$ cat src/rtl/fp16_add_sched_pkg.sv
// ---------------------------------------------------------------------------
// fp16_sched_pkg
//   Shared types and defaults for the FP16 adder scheduler.
//   fp16_t       : raw IEEE-754 binary16 bit pattern (never interpreted here).
//   rsp_entry_t  : result FIFO entry {requester id, sum}; the id field is sized
//                  for the largest supported requester count (16).
// ---------------------------------------------------------------------------
package fp16_sched_pkg;

  typedef logic [15:0] fp16_t;

  localparam int MAX_ID_W       = 4;
  localparam int DEF_ADD_LAT    = 3;
  localparam int DEF_FIFO_DEPTH = 8;

  typedef struct packed {
    logic [MAX_ID_W-1:0] id;
    fp16_t               sum;
  } rsp_entry_t;

endpackage

$ cat src/rtl/fp16_add_sched_sync_fifo.sv
// ---------------------------------------------------------------------------
// sync_fifo
//   Single-clock FIFO with show-ahead read and modulo pointers, so DEPTH need
//   not be a power of two. A push and a pop in the same cycle are accepted at
//   any occupancy, including full.
//   Ports:
//     clk, rst      clock, asynchronous active-high reset
//     push, din     write request and data
//     pop           read request (head is consumed)
//     dout          head entry; zero while empty
//     empty, full   occupancy flags
//     count         number of stored entries
// ---------------------------------------------------------------------------
module sync_fifo #(
  parameter int WIDTH = 8,
  parameter int DEPTH = 8,
  parameter int CNT_W = $clog2(DEPTH + 1)
) (
  input  logic             clk,
  input  logic             rst,
  input  logic             push,
  input  logic [WIDTH-1:0] din,
  input  logic             pop,
  output logic [WIDTH-1:0] dout,
  output logic             empty,
  output logic             full,
  output logic [CNT_W-1:0] count
);

  localparam int PTR_W = (DEPTH > 1) ? $clog2(DEPTH) : 1;

  logic [WIDTH-1:0] mem [DEPTH];
  logic [PTR_W-1:0] wr_ptr_q, wr_ptr_d;
  logic [PTR_W-1:0] rd_ptr_q, rd_ptr_d;
  logic [CNT_W-1:0] count_q, count_d;
  logic             do_push, do_pop;

  function automatic logic [PTR_W-1:0] ptr_inc(input logic [PTR_W-1:0] p);
    return (p == PTR_W'(DEPTH - 1)) ? '0 : p + PTR_W'(1);
  endfunction

  assign empty   = (count_q == '0);
  assign full    = (count_q == CNT_W'(DEPTH));
  assign count   = count_q;
  assign do_pop  = pop && !empty;
  // A write into a full FIFO is fine when the head leaves in the same cycle.
  assign do_push = push && (!full || do_pop);
  assign dout    = empty ? '0 : mem[rd_ptr_q];

  always_comb begin
    // NOTE: every signal assigned in a combinational block gets a default
    // first, otherwise an unassigned path infers a latch.
    wr_ptr_d = wr_ptr_q;
    rd_ptr_d = rd_ptr_q;
    count_d  = count_q;
    if (do_push) wr_ptr_d = ptr_inc(wr_ptr_q);
    if (do_pop)  rd_ptr_d = ptr_inc(rd_ptr_q);
    case ({do_push, do_pop})
      2'b10:   count_d = count_q + CNT_W'(1);
      2'b01:   count_d = count_q - CNT_W'(1);
      default: count_d = count_q;
    endcase
  end

  // NOTE: state registers use non-blocking assignment so every flop samples
  // the pre-edge value of every other flop, independent of block order.
  always_ff @(posedge clk or posedge rst) begin
    if (rst) begin
      wr_ptr_q <= '0;
      rd_ptr_q <= '0;
      count_q  <= '0;
    end else begin
      wr_ptr_q <= wr_ptr_d;
      rd_ptr_q <= rd_ptr_d;
      count_q  <= count_d;
    end
  end

  // NOTE: the storage array is deliberately not reset; the pointers and count
  // define which entries are meaningful, and dout is masked while empty.
  always_ff @(posedge clk) begin
    if (do_push) mem[wr_ptr_q] <= din;
  end

  a_no_overflow: assert property (@(posedge clk) disable iff (rst)
    !(push && full && !pop));
  a_no_underflow: assert property (@(posedge clk) disable iff (rst)
    !(pop && empty));

endmodule

$ cat src/rtl/fp16_add_sched.sv
// ---------------------------------------------------------------------------
// fp16_add_sched
//   Round-robin scheduler sharing one fixed-latency, non-stallable FP16 adder
//   among NUM_REQ requesters. Results return through a tagged FIFO in grant
//   order. Issue is credit-limited so the FIFO can never overflow.
//   Ports:
//     clk, rst                  clock, asynchronous active-high reset
//     req_valid/req_ready       per-requester handshake (ready one-hot or 0)
//     req_a/req_b               packed operands, requester i at [16i+15:16i]
//     add_in_valid/_a/_b        registered issue to the external adder
//     add_out_valid/_sum        adder result, ADD_LAT cycles after issue
//     rsp_valid/rsp_ready       result handshake
//     rsp_id/rsp_sum            requester id and sum of the head result
//     busy                      any operation in flight or buffered
// ---------------------------------------------------------------------------
module fp16_add_sched
  import fp16_sched_pkg::*;
#(
  parameter int NUM_REQ    = 4,
  parameter int ADD_LAT    = DEF_ADD_LAT,
  parameter int FIFO_DEPTH = DEF_FIFO_DEPTH,
  parameter int ID_W       = $clog2(NUM_REQ)
) (
  input  logic                  clk,
  input  logic                  rst,
  input  logic [NUM_REQ-1:0]    req_valid,
  output logic [NUM_REQ-1:0]    req_ready,
  input  logic [NUM_REQ*16-1:0] req_a,
  input  logic [NUM_REQ*16-1:0] req_b,
  output logic                  add_in_valid,
  output logic [15:0]           add_in_a,
  output logic [15:0]           add_in_b,
  input  logic                  add_out_valid,
  input  logic [15:0]           add_out_sum,
  output logic                  rsp_valid,
  input  logic                  rsp_ready,
  output logic [ID_W-1:0]       rsp_id,
  output logic [15:0]           rsp_sum,
  output logic                  busy
);

  localparam int CNT_W   = $clog2(FIFO_DEPTH + 1);
  localparam int GUARD_W = $clog2(ADD_LAT + 2);

  // Unpacked views of the operand buses.
  fp16_t a_arr [NUM_REQ];
  fp16_t b_arr [NUM_REQ];
  for (genvar i = 0; i < NUM_REQ; i++) begin : g_unpack
    assign a_arr[i] = req_a[16*i +: 16];
    assign b_arr[i] = req_b[16*i +: 16];
  end

  logic [ID_W-1:0]              ptr_q, ptr_d;
  logic [CNT_W-1:0]             cnt_q, cnt_d;
  logic                         add_in_valid_q, add_in_valid_d;
  fp16_t                        add_in_a_q, add_in_a_d;
  fp16_t                        add_in_b_q, add_in_b_d;
  logic [ADD_LAT:0]             tag_v_q, tag_v_d;
  logic [ADD_LAT:0][ID_W-1:0]   tag_id_q, tag_id_d;
  logic [GUARD_W-1:0]           guard_q, guard_d;

  logic [ID_W-1:0]  cand;
  logic [ID_W-1:0]  gnt_idx;
  logic             gnt_found;
  logic             grant;
  logic             pop;
  logic             fifo_push;
  logic             fifo_empty;
  logic             fifo_full;
  logic [CNT_W-1:0] fifo_count;
  rsp_entry_t       push_entry;
  rsp_entry_t       head_entry;

  // Rotating priority search starting at ptr.
  always_comb begin
    cand      = '0;
    gnt_idx   = '0;
    gnt_found = 1'b0;
    for (int k = 0; k < NUM_REQ; k++) begin
      cand = ID_W'((int'(ptr_q) + k) % NUM_REQ);
      if (!gnt_found && req_valid[cand]) begin
        gnt_found = 1'b1;
        gnt_idx   = cand;
      end
    end
  end

  // A credit is the guarantee of a free FIFO slot when the result returns.
  assign grant     = gnt_found && (cnt_q < CNT_W'(FIFO_DEPTH));
  assign req_ready = grant ? (NUM_REQ'(1) << gnt_idx) : '0;
  assign pop       = rsp_valid && rsp_ready;

  always_comb begin
    ptr_d          = ptr_q;
    cnt_d          = cnt_q;
    add_in_valid_d = grant;
    add_in_a_d     = add_in_a_q;
    add_in_b_d     = add_in_b_q;
    guard_d        = guard_q;
    if (grant) begin
      ptr_d      = (gnt_idx == ID_W'(NUM_REQ - 1)) ? '0 : gnt_idx + ID_W'(1);
      add_in_a_d = a_arr[gnt_idx];
      add_in_b_d = b_arr[gnt_idx];
    end
    case ({grant, pop})
      2'b10:   cnt_d = cnt_q + CNT_W'(1);
      2'b01:   cnt_d = cnt_q - CNT_W'(1);
      default: cnt_d = cnt_q;
    endcase
    // Stage 0 loads with the issue register; stage ADD_LAT meets add_out_valid.
    tag_v_d  = {tag_v_q[ADD_LAT-1:0], grant};
    tag_id_d = {tag_id_q[ADD_LAT-1:0], gnt_idx};
    // Counts cycles since reset; the adder may still deliver stale results
    // issued before reset during this window.
    if (guard_q != GUARD_W'(ADD_LAT + 1)) guard_d = guard_q + GUARD_W'(1);
  end

  always_ff @(posedge clk or posedge rst) begin
    if (rst) begin
      ptr_q          <= '0;
      cnt_q          <= '0;
      add_in_valid_q <= 1'b0;
      add_in_a_q     <= '0;
      add_in_b_q     <= '0;
      tag_v_q        <= '0;
      tag_id_q       <= '0;
      guard_q        <= '0;
    end else begin
      ptr_q          <= ptr_d;
      cnt_q          <= cnt_d;
      add_in_valid_q <= add_in_valid_d;
      add_in_a_q     <= add_in_a_d;
      add_in_b_q     <= add_in_b_d;
      tag_v_q        <= tag_v_d;
      tag_id_q       <= tag_id_d;
      guard_q        <= guard_d;
    end
  end

  assign add_in_valid = add_in_valid_q;
  assign add_in_a     = add_in_a_q;
  assign add_in_b     = add_in_b_q;

  // Results are accepted on the tag, not on add_out_valid, so stale adder
  // outputs after a reset are dropped.
  assign fifo_push  = tag_v_q[ADD_LAT];
  assign push_entry = '{id: MAX_ID_W'(tag_id_q[ADD_LAT]), sum: add_out_sum};

  sync_fifo #(
    .WIDTH($bits(rsp_entry_t)),
    .DEPTH(FIFO_DEPTH),
    .CNT_W(CNT_W)
  ) u_fifo (
    .clk  (clk),
    .rst  (rst),
    .push (fifo_push),
    .din  (push_entry),
    .pop  (pop),
    .dout (head_entry),
    .empty(fifo_empty),
    .full (fifo_full),
    .count(fifo_count)
  );

  assign rsp_valid = !fifo_empty;
  assign rsp_id    = ID_W'(head_entry.id);
  assign rsp_sum   = head_entry.sum;
  assign busy      = (cnt_q != '0);

  a_tag_has_result: assert property (@(posedge clk) disable iff (rst)
    tag_v_q[ADD_LAT] |-> add_out_valid);
  a_result_has_tag: assert property (@(posedge clk) disable iff (rst)
    (add_out_valid && guard_q == GUARD_W'(ADD_LAT + 1)) |-> tag_v_q[ADD_LAT]);
  a_fifo_no_overflow: assert property (@(posedge clk) disable iff (rst)
    !(fifo_push && fifo_full && !pop));
  a_fifo_within_credit: assert property (@(posedge clk) disable iff (rst)
    fifo_count <= cnt_q);

endmodule

$ cat config.mk
export PLATFORM = sky130hd
export DESIGN_NAME = fp16_add_sched
export DESIGN_NICKNAME = d
export VERILOG_FILES = /design/src/rtl/fp16_add_sched_pkg.sv /design/src/rtl/fp16_add_sched_sync_fifo.sv /design/src/rtl/fp16_add_sched.sv
export SDC_FILE = /design/constraint.sdc
export NUM_CORES = 1
export LEC_CHECK = 0
export BUFFER_PORTS_ARGS = -buffer_cell sky130_fd_sc_hd__buf_2
export CAP_MARGIN = 20
export CORE_ASPECT_RATIO = 1.25
export CORE_MARGIN = 1
export CORE_UTILIZATION = 50
export DETAILED_ROUTE_END_ITERATION = 7
export GPL_ROUTABILITY_DRIVEN = 0
export PLACE_DENSITY_LB_ADDON = 0.2
export SETUP_SLACK_MARGIN = 0.05
export SLEW_MARGIN = 10
export SYNTH_ARGS = -nofsm -noshare
export SYNTH_HDL_FRONTEND = slang
export SYNTH_HIERARCHICAL = 1
export SYNTH_SLANG_ARGS = --single-unit
$ cat constraint.sdc
create_clock -name clk -period 4.3 [get_ports clk]
set_clock_uncertainty 0.15 [all_clocks]
set_input_delay 1.29 -clock clk [delete_from_list [all_inputs] [get_ports clk]]
set_output_delay 1.29 -clock clk [all_outputs]
set_load 0.02 [all_outputs]
# After elaboration in Yosys (flattened, before gate mapping)
# Memories as Yosys holds them, arrays and structs flattened.
# Index checks and enable logic that the tools add are counted.
[totals]
wordCells = 88
register_bits = 61
memories = 1
mem_bits_rw = 144
[mem_list]
columns = ["name", "depth", "width", "rd", "rd_ports_with_merged_regs", "wr", "line", "text"]
rows = [
  ["u_fifo.mem", 8, 18, 1, 0, 1, "fp16_add_sched_sync_fifo.sv:32", "logic [WIDTH-1:0] mem [DEPTH];"],
]
[op_classes]
n_addsub = 10
order_cmp = 6
n_mux = 31
shift = 1
n_reduce_logical = 17
bitwise = 1
n_eq_ne = 8
[op_table]
columns = ["cell", "count"]
rows = [
  ["16-bit binary-select mux with 2-bit select", 2],
  ["16-bit 2-to-1 mux", 4],
  ["18-bit 2-to-1 mux", 1],
  ["4-bit case mux with 2 select lines", 2],
  ["2-bit by 3-bit less-than comparator with 1-bit output, second input constant", 4],
  ["1-bit 2-to-1 mux", 10],
  ["2-bit 2-to-1 mux", 5],
  ["4-bit by 1-bit adder with 4-bit output, second input constant", 2],
  ["1-bit binary-select mux with 2-bit select", 4],
  ["4-bit by 1-bit subtractor with 4-bit output, second input constant", 2],
  ["1-bit logical AND", 7],
  ["3-bit by 1-bit adder with 3-bit output, second input constant", 2],
  ["2-bit equality test, second input constant", 3],
  ["3-bit equality test, second input constant", 2],
  ["3-bit 2-to-1 mux", 2],
  ["1-bit zero test", 5],
  ["2-bit by 1-bit adder with 2-bit output, second input constant", 2],
  ["2-bit adder, second input constant", 2],
  ["2-bit by 1-bit equality test with 1-bit output, second input constant", 2],
  ["4-bit equality test, second input constant", 1],
  ["4-bit zero test", 1],
  ["4-bit less-than comparator, second input constant", 1],
  ["4-bit 2-to-1 mux", 1],
  ["2-bit nonzero test", 2],
  ["5 further kinds", 5],
]

# Depth between registers and ports, before layout
[depth]
ltp_word = 16
depth_mapped = 12

# Hierarchy
# Netlist, hierarchy kept.
[by_module_without_submodules]
columns = ["mod", "area_each_um2", "n_inst", "cells_per_inst"]
rows = [
  ["sync_fifo", 6723.9, 1, 325],
  ["fp16_add_sched", 3269.4, 1, 293],
]

# Least setup slack after synthesis
# OpenSTA, ideal clock, no wires.
[synth_path]
path_type = "input to register"
startpoint = "input rsp_ready"
endpoint = "memory u_fifo/mem[0][0] (netlist bit), enable pin"
setup_time_ns = 0.448
path_buffers = 0
path_stages = 3
t_arrival_ns = 3.852
slack_ns = -0.150
cell_sequence = "nor2b_1 -> o21ai_2 -> nor4_1"
[synth_via]
elab_chain_len = 6
[synth_rtl]
columns = ["element", "line", "text"]
rows = [
  ["start: declaration", "fp16_add_sched.sv:36", "input logic rsp_ready,"],
  ["1-bit logical AND", "fp16_add_sched.sv:91", "assign pop = rsp_valid && rsp_ready;"],
  ["1-bit logical AND", "fp16_add_sched_sync_fifo.sv:45", "assign do_pop = pop && !empty;"],
  ["1-bit logical OR", "fp16_add_sched_sync_fifo.sv:47", "assign do_push = push && (!full || do_pop);"],
  ["1-bit logical AND", "fp16_add_sched_sync_fifo.sv:47", ""],
  ["1-bit 2-to-1 mux", "fp16_add_sched_sync_fifo.sv:82", "if (do_push) mem[wr_ptr_q] <= din;"],
  ["1-bit 2-to-1 mux (not written as such)", "fp16_add_sched_sync_fifo.sv:82", ""],
  ["end: declaration", "fp16_add_sched_sync_fifo.sv:32", ""],
]
# Every way passes these cells.

# Worst setup path in the final report
[layout_path]
startpoint = "input req_valid[2]"
endpoint = "output req_ready[2]"
[layout_via]
elab_chain_len = 14
word_cells_on_any_way = 25
classes_between = "shift (1); mux (17); reduce/logical (7)"
[layout_rtl]
columns = ["element", "line", "text"]
rows = [
  ["start: declaration", "fp16_add_sched.sv:26", "input logic [NUM_REQ-1:0] req_valid,"],
  ["1-bit binary-select mux with 2-bit select", "fp16_add_sched.sv:81", "if (!gnt_found && req_valid[cand]) begin"],
  ["1-bit 2-to-1 mux (not written as such)", "fp16_add_sched.sv:81", ""],
  ["1-bit 2-to-1 mux", "fp16_add_sched.sv:81", ""],
  ["1-bit zero test", "fp16_add_sched.sv:81", ""],
  ["1-bit logical AND", "fp16_add_sched.sv:81", ""],
  ["1-bit 2-to-1 mux", "fp16_add_sched.sv:81", ""],
  ["1-bit zero test", "fp16_add_sched.sv:81", ""],
  ["1-bit logical AND", "fp16_add_sched.sv:81", ""],
  ["1-bit 2-to-1 mux", "fp16_add_sched.sv:81", ""],
  ["1-bit zero test", "fp16_add_sched.sv:81", ""],
  ["1-bit logical AND", "fp16_add_sched.sv:81", ""],
  ["2-bit 2-to-1 mux *", "fp16_add_sched.sv:81", ""],
  ["net gnt_idx[1]", "fp16_add_sched.sv:63", "logic [ID_W-1:0] gnt_idx;"],
  ["1-bit by 2-bit left shift with 4-bit output *", "fp16_add_sched.sv:90", "assign req_ready = grant ? (NUM_REQ'(1) << gnt_idx) : '0;"],
  ["4-bit 2-to-1 mux *", "fp16_add_sched.sv:90", ""],
  ["end: declaration", "fp16_add_sched.sv:27", "output logic [NUM_REQ-1:0] req_ready,"],
]
# The timed path passes the listed nets; every way through them passes the cells marked *. The select of a mux whose other input is x is not followed.

==> metrics.md <==
| Metric | Value |
|---|---|
| PD cells | `710 nW/um^2` |
| Worst slew pin tran | `0.957 ns` |
| Clock latency on the worst-skew pair | `0.49 ns` |
| Fin crit share | `95.1%` |
| Hold WC Path Type | `reg -> reg` |
| Gr busiest metal | `met2` |
| Fin. max-slew vios | `0` |
| Setup TNS | `0 ns` |
| Syn_nets | `758` |
| Placement Setup Slack | `0.203 ns` |
| WHS Path Cells | `0` |
| Max-slew headroom | `36.2%` |
| Site Rows | `55` |
| RR Endpoint | `u_fifo/count[3]$_DFFE_PP0P_` |
| Global-route wire length before repair | `33400 um` |
| TritonCTS Buffers | `21` |
| DR pass1 iterations | `6` |
| Clock transition at the registers of the reported paths | `0.07 ns` |
| LEAKAGE | `4.52 nW` |
| Die Area | `19300 um^2` |
| Unrepaired setup endpoints after global routing | `no` |
| Total track usage | `22.1%` |
| Hold path endpoint | `tag_id_d[6]$_DFF_PP0_` |
| Met3 track demand over resource | `4.06%` |
| CP startpoint kind | `input port` |
| Fin nets | `970` |
| CTS root buf | `clkbuf_16` |
| DRC Markers | `0` |
| Initial detailed-routing violation count | `213` |
| Cells after Synth | `592` |
| Mean Syn Cell Area | `15.9 um^2` |
| Detail Route Antenna Nets | `0` |
| Start point of the worst min-delay path | `tag_id_d[4]$_DFF_PP0_` |
| Start of the worst register-to-register path | `u_fifo/count[0]$_DFFE_PP0P_` |
| Die Ht | `155 um` |
| GRT Residual Overflow | `0` |
| Met2 usage | `40.1%` |
| Vias in the first global route | `6392` |
| Kind of critical path | `in -> out` |
| Logic pwr share | `42.0%` |
| Reg power frac | `36.6%` |
| Peak Freq | `245 MHz` |
| Status | `finished, final reports clean` |
| DP HPWL | `13900 um` |
| P_int | `5.08 mW` |
| Post-DR vias/cell | `5.59` |
| # IOs | `209` |
| Max-cap violation count | `0` |
| Clock share of power | `21.4%` |
| Arrival time worst endpoint | `2.65 ns` |
| Switch Pwr | `2.98 mW` |
| DR WL/cell | `19.8 um` |
| Finished Cell Area | `11400 um^2` |
| Total vias in the final route | `5850` |
| Worst path required time | `2.86 ns` |
| Final wirelength | `20800 um` |
| Buffers on Ports | `207` |
| Switching share of power | `37.0%` |
| Initial Util | `51.5%` |
| Core area | `18200 um^2` |
| Crit end category | `output pin` |
| GR Util met1 | `26.7%` |
| Final-report setup violation count | `0` |
| Area Growth Syn to Fin | `21.0%` |
| DIE WIDTH | `125 um` |
| H-tree depth | `1` |
| Synth warnings | `6` |
| Antenna diodes | `0` |
| Worst VDD drop | `0.000363 V` |
| DP Area | `10700 um^2` |
| Bufs on Longest Clock Path | `3` |
| CP Max Fanout | `5` |
| Setup repair bufs after CTS | `0` |
| Setup WS post-layout | `0.210 ns` |
| CTS Sinks | `204` |
| Final hold viol count | `0` |
| Min Tclk post-route | `4.09 ns` |
| Worst reg-to-reg setup slack | `1.04 ns` |
| Mapped cell area | `9390 um^2` |
| Share of cells above drive strength 1 | `45.1%` |
| Post-CTS sizing | `0` |
| Largest net degree at the start of global routing | `39` |
| CTS Hold Bufs | `0` |
| Final hold slack | `0.194 ns` |
| Reg2Reg Depth | `12` |
| Initial antenna violation count | `0` |
| CTS tree | `done` |
## power groups by stage
stage          Clock, mW  Sequential [mW]  Combinational, mW
2_1_floorplan          0             3.07               2.37
3_3_place_gp           0             2.95               3.32
3_5_place_dp           0             2.98               3.43
4_1_cts             1.76             2.96               3.44
5_1_grt             1.84             3.01               3.68
6_report            1.72             2.95               3.39
## worst max-delay path by stage
stage	startpoint	endpoint	slack, ns	cells after the start
floorplan	req_valid[2]	req_ready[0]	0.33	8
global placement	req_valid[2]	req_ready[2]	0.24	8
detailed placement	req_valid[2]	req_ready[2]	0.20	8
CTS	req_valid[2]	req_ready[2]	0.19	8
global route	req_valid[2]	req_ready[3]	0.09	8
finish	req_valid[2]	req_ready[2]	0.21	8
## worst max-delay path, cell delays in order
cell      delay (ns)
buf_2           0.12
nor2b_1         0.13
a221oi_1        0.31
or2_2           0.24
inv_1           0.09
ha_1            0.18
and2_1          0.13
buf_2           0.15
## placed cells by master, fill, tap and decap left out, types with 2 or more instances in the layout
cell       count
inv_1         10
nor3_1         3
clkbuf_1       6
mux2i_1       51
buf_4         21
a211oi_1       4
nand2_1       15
mux2_2         2
o21ai_0        3
nand2b_1       6
edfxtp_1     144
ha_1          13
a221oi_2      20
clkbuf_16     21
clkinv_2       5
nor2b_1        3
or2_2          3
buf_2        207
mux4_2        36
clkbuf_8       3
xor2_1         4
buf_12         2
a211oi_2      29
dfrtp_1       59
nor3_2         4
a221oi_1      13
and2_1        36
mux2_1         2
a21oi_1        5
xnor2_1        5
nor2_1        57
a21o_1         3
## per-stage QoR
step,std cells,power [mW],util (%)
global route,1046,8.53,62.3
CTS,1046,8.15,62.3
finish,1046,8.06,62.3
floorplan,592,5.45,-
global placement,1008,6.27,58.6
detailed placement,1009,6.42,58.7
## registers in the layout, indices dropped and copies added, names as in the netlist
register,cells
u_fifo/mem,144
add_in_a,16
add_in_b,16
tag_id_d,6
cnt_q,4
tag_v_q,4
u_fifo/count,4
u_fifo/rd_ptr_q,3
u_fifo/wr_ptr_q,3
ptr_q,2
push_entry,2
## routing by layer
| metal | part of all wire [%] | vias to the layer above |
|---|---|---|
| met5 | 0 | - |
| met1 | 40 | 2903 |
| met2 | 52 | 211 |
| met3 | 6.1 | 28 |
| met4 | 1.6 | 0 |
| li1 | - | 2708 |
## final cells by class
type                    instances  area [um^2]
well taps                     228          285
repair buffers                230         1230
clock buffers                  30          589
multi-input cells             335         3310
fillers                      1378         6880
flip-flops and latches        204         5830
inverters                      12         46.3
clock inverters                 7         66.3
Power figures use the tool's default switching activity.
